File: src/rtl/quad_input_conditioner.sv
// quad_input_conditioner: per-encoder pin synchroniser, per-channel debounce and registered step/dir/err strobes.
// Optional feature: define QCOND_ERRCNT_EN to build the saturating err_count; otherwise err_count is tied to 0.
module quad_input_conditioner #(
  parameter int SYNC_STAGES     = 2,
  parameter int DEBOUNCE_CYCLES = 1024,
  parameter int ERR_WIDTH       = 8
) (
  input  logic                 clk,
  input  logic                 rst_n,
  input  logic                 a_raw,
  input  logic                 b_raw,
  output logic                 a_clean,
  output logic                 b_clean,
  output logic                 step,
  output logic                 dir,
  output logic                 err,
  output logic [ERR_WIDTH-1:0] err_count
);

  localparam int CW = $clog2(DEBOUNCE_CYCLES + 1);
  localparam int IW = $clog2(SYNC_STAGES + 2);
  localparam logic [CW-1:0] CNT_LAST  = CW'(DEBOUNCE_CYCLES - 1);
  localparam logic [CW-1:0] CNT_ONE   = CW'(1);
  localparam logic [IW-1:0] INIT_LAST = IW'(SYNC_STAGES);
  localparam logic [IW-1:0] INIT_ONE  = IW'(1);

  // Bit 1 carries channel A, bit 0 channel B throughout.
  logic [1:0]    pin_raw;
  logic [1:0]    clean_q, clean_d;
  logic          armed_q, armed_d;
  logic [IW-1:0] init_cnt_q, init_cnt_d;
  logic          step_q, step_d;
  logic          dir_q, dir_d;
  logic          err_q, err_d;

  assign pin_raw = {a_raw, b_raw};

  generate
    for (genvar gi = 0; gi < 2; gi++) begin : g_chan
      logic [SYNC_STAGES-1:0] sync_q, sync_d;
      logic [CW-1:0]          cnt_q, cnt_d;
      logic                   pin_s;
      logic                   chan_clean_d;

      assign pin_s = sync_q[SYNC_STAGES-1];

      always_comb begin
        sync_d       = {sync_q[SYNC_STAGES-2:0], pin_raw[gi]};
        cnt_d        = '0;
        chan_clean_d = clean_q[gi];
        // Unarmed: clean tracks the synchroniser so a pin resting high is absorbed silently.
        if (!armed_q) begin
          chan_clean_d = pin_s;
        end else if (pin_s != clean_q[gi]) begin
          if (cnt_q == CNT_LAST) begin
            chan_clean_d = pin_s;
          end else begin
            cnt_d = cnt_q + CNT_ONE;
          end
        end
      end

      always_ff @(posedge clk) begin
        if (!rst_n) begin
          sync_q <= '0;
          cnt_q  <= '0;
        end else begin
          sync_q <= sync_d;
          cnt_q  <= cnt_d;
        end
      end

      assign clean_d[gi] = chan_clean_d;
    end
  endgenerate

  logic [1:0] changed;
  assign changed = clean_d ^ clean_q;

  always_comb begin
    armed_d    = armed_q;
    init_cnt_d = init_cnt_q;
    step_d     = 1'b0;
    err_d      = 1'b0;
    dir_d      = dir_q;
    if (!armed_q) begin
      if (init_cnt_q == INIT_LAST) begin
        armed_d = 1'b1;
      end else begin
        init_cnt_d = init_cnt_q + INIT_ONE;
      end
    end else if (changed == 2'b11) begin
      err_d = 1'b1;
    end else if (changed != 2'b00) begin
      step_d = 1'b1;
      // Forward transitions are exactly those where new A differs from old B.
      dir_d  = clean_q[0] ^ clean_d[1];
    end
  end

  always_ff @(posedge clk) begin
    if (!rst_n) begin
      clean_q    <= 2'b00;
      armed_q    <= 1'b0;
      init_cnt_q <= '0;
      step_q     <= 1'b0;
      dir_q      <= 1'b0;
      err_q      <= 1'b0;
    end else begin
      clean_q    <= clean_d;
      armed_q    <= armed_d;
      init_cnt_q <= init_cnt_d;
      step_q     <= step_d;
      dir_q      <= dir_d;
      err_q      <= err_d;
    end
  end

  assign a_clean = clean_q[1];
  assign b_clean = clean_q[0];
  assign step    = step_q;
  assign dir     = dir_q;
  assign err     = err_q;

`ifdef QCOND_ERRCNT_EN
  logic [ERR_WIDTH-1:0] err_count_q, err_count_d;

  // Counts on err_d so the count moves on the same edge as the err pulse.
  always_comb begin
    err_count_d = err_count_q;
    if (err_d && (err_count_q != {ERR_WIDTH{1'b1}})) begin
      err_count_d = err_count_q + ERR_WIDTH'(1);
    end
  end

  always_ff @(posedge clk) begin
    if (!rst_n) begin
      err_count_q <= '0;
    end else begin
      err_count_q <= err_count_d;
    end
  end

  assign err_count = err_count_q;
`else
  assign err_count = '0;
`endif

endmodule

File: config.mk
export PLATFORM = sky130hd
export DESIGN_NAME = quad_input_conditioner
export DESIGN_NICKNAME = d
export VERILOG_FILES = /design/src/rtl/quad_input_conditioner.sv
export SDC_FILE = /design/constraint.sdc
export NUM_CORES = 1
export LEC_CHECK = 0
export CAP_MARGIN = 5
export CORE_ASPECT_RATIO = 0.5
export CORE_UTILIZATION = 55
export CTS_CLUSTER_DIAMETER = 60
export DETAILED_ROUTE_END_ITERATION = 6
export DONT_BUFFER_PORTS = 1
export GPL_TIMING_DRIVEN = 0
export HOLD_SLACK_MARGIN = 0.15
export PLACE_DENSITY = 0.72
export REMOVE_ABC_BUFFERS = 1
export SLEW_MARGIN = 15
export SYNTH_ARGS = -nofsm -noshare
export SYNTH_HDL_FRONTEND = slang
export SYNTH_SLANG_ARGS = --single-unit
export TNS_END_PERCENT = 10
File: constraint.sdc
create_clock -name clk -period 1.55 [get_ports clk]
set_clock_uncertainty 0.1 [all_clocks]
set_input_delay 0.31 -clock clk [delete_from_list [all_inputs] [get_ports clk]]
set_output_delay 0.31 -clock clk [all_outputs]
set_load 0.05 [all_outputs]
==> metrics <==
outcome finished with violations; failing checks setup timing; clock period minus worst slack 1.63 ns; worst slew pin tran 0.527 ns; Min-Delay Path Class in -> reg; drt initial violations 21; met2 global-route usage 30.8%; final hold vios 0; arrival time worst endpoint 1.71 ns; Slew HR 64.8%; busiest layer in global routing met2; Area growth syn-to-layout 20.1%; largest area contributor in the netlist dfxtp_1; TritonCTS Sinks 34; PD cells 1010 mW/mm2; initial antenna violation count 0; GR Util All Layers 19.4%; Mapped Area 0.00150 mm2; vias in the first global route 918; io pins 17; Final ANT Viol Nets 0; TritonCTS Buffers 5; DP Wirelength 1.56 mm; number of synthesized flops with an enable pin 0; Worst Setup Slack post-DPL -0.423 ns; CTS tree yes; DRT Pass-1 Iters 4; Tcrit/Tclk final 105%; GRT overflow 0; Max IR drop VDD 0.000862 V; drt drc 0; # diodes 0; global-route wire length before repair 3.94 mm; Max clock buf depth 2; met3 Use GR 8.59%; Post-Route WL 2.45 mm; Clk Latency, worst-skew pair 0.27 ns; Final Power 0.00181 W; Cells after Synth 157; Avg WL per Cell 11.8 um; Yosys top cell area share 45.5%; leakage power total 0.631 nW; Synth area leaders dfxtp_1 (46%), xnor2_1 (6.4%), nor2_1 (6.0%); number of max-cap violations 0; worst-path fanout max 5; Max Freq 615 MHz; RSZ-0062 raised after global routing true; pin count of the biggest net entering global routing 11; critical path endpoint category flip-flop; CTS H-Tree Depth 2; routability cong. 0.788; Startpoint Class flip-flop; Total Neg Setup Slack -0.128 ns; Worst-path clk slew 0.06 ns; PortBufs 0; Root Buffer clkbuf_8; Vias 1063; Main synth FF type dfxtp_1; Initial Util 62.6%; vias per cell 5.11; Layout Nets 179; Max Slew Vio Count 0; Die X 75.7 um; Seq/Total Area, Yosys 45.5%; die area 0.00294 mm2; asr flop ratio synth 0%; layout cells sized above 1 27.2%; Ys Warns 0; Worst EP required 1.63 ns; syn_area_per_cell 9.52 um2; Setup CP Type reg -> reg; Setup-failing EPs final 4; Distinct cells, synth 37; #FFs+latches synth 34; Cell Rows 12; Die Y 38.9 um; met1 GRT Util 23.5%; core area 0.00239 mm2; setup ws final -0.0771 ns
[flip-flops by register name (all words and copies together), names as in the netlist]
signal and count:
g_chan.cnt_q 22, g_chan.sync_q 4, clean_q 2, init_cnt_q 2, armed_q 1, dir 1, err 1, step 1
[metal layers]
metal / part of all wire [%] / up-vias / routed length, um
li1: - / 549 / -
met4: 0.41 / 0 / 10
met2: 44 / 19 / 1090
met5: 0 / - / 0
met1: 51 / 493 / 1250
met3: 4.1 / 2 / 100
[through the flow]
step / util, % / hold WS (ns) / instance area (um2) / instances
after floorplan: - / 0.312 / 1460 / 155
after global placement: 62.9 / 0.314 / 1500 / 190
after detailed placement: 62.9 / 0.320 / 1500 / 190
after CTS: 71.7 / 0.216 / 1710 / 203
after global routing: 75.2 / 0.240 / 1800 / 208
final: 75.2 / 0.224 / 1800 / 208
[cells in the mapped netlist (2+ instances only)]
library cell / n
and2_1: 5
and3_2: 3
and4_1: 2
buf_4: 8
dfxtp_1: 34
ha_1: 3
inv_1: 3
mux2i_1: 2
nand2_1: 8
nand3_1: 13
nand4_1: 2
nor2_1: 24
nor2b_1: 2
nor3_1: 3
nor3_2: 2
nor4_1: 2
o21ai_2: 2
xnor2_1: 11
xor2_1: 10
[critical path, stage by stage (launching register included)]
cell and delay [ns]:
dfxtp_1 0.41, and4_2 0.31, nand4_4 0.14, mux2i_2 0.20, xor2_1 0.15, o31ai_1 0.22
[cell type report]
cell class	instances	area, um2
clock buffer	7	86.3
clock inverter	1	5.00
fill	170	592
inverter	3	11.3
multi-input combinational	119	865
sequential	34	709
tap	35	43.8
timing repair buffer	9	75.1
[path summary, 6_finish.rpt]
kind | from | endpoint | slack (ns) | cells after the start
max | g_chan[1].cnt_q[5] | dir | -0.08 | 5
min reg2reg | g_chan[0].sync_q[0] | g_chan[0].sync_q[1] | 0.33 | 1
max reg2reg | g_chan[1].cnt_q[5] | dir | -0.08 | 5
min | rst_n | step | 0.22 | 2
[power breakdown]
part | internal [W] | switching (W) | total (W)
combinational | 0.0000811 | 0.000131 | 0.000212
clock | 0.000358 | 0.000289 | 0.000647
sequential | 0.000906 | 0.0000415 | 0.000947
total | 0.00134 | 0.000462 | 0.00181
[cell usage in the layout, fill, tap and decap left out, drive strengths merged, types with 2 or more instances in the layout]
master       netlist  layout
dfxtp             34      34
nor2              24      24
nand3             14      14
xnor2             11      11
xor2              10      10
conb               1       8
nand2              8       8
clkbuf             1       7
buf                8       6
and2               5       5
nor3               5       5
and3               4       4
o21ai              3       4
inv                3       3
dlygate4sd3        0       3
nand4              3       3
ha                 3       3
nor4               3       3
nor2b              2       2
or3                2       2
and4               2       2
mux2i              2       2
[cell families after synthesis]
family	Yosys count	synth area share [%]
adders and majority gates	3	2.51
muxes	2	1.34
other	1	0.251
DFF	34	45.5
and+or+nand+nor	75	28.1
buffers and inverters	12	5.02
AOI/OAI and AO/OA	9	4.94
xor gates and xnor gates	21	12.3
[what timing repair did]
item | CTS | global route
buffers inserted | 1 | 5
hold endpoints to repair | 10 | 0
pin swaps | 4 | 0
hold buffers | 3 | 0
cloned | 1 | 0
setup endpoints to repair | 23 | 21
gates resized for setup | 20 | 13
No activity file was read; power rests on OpenSTA's default activity.
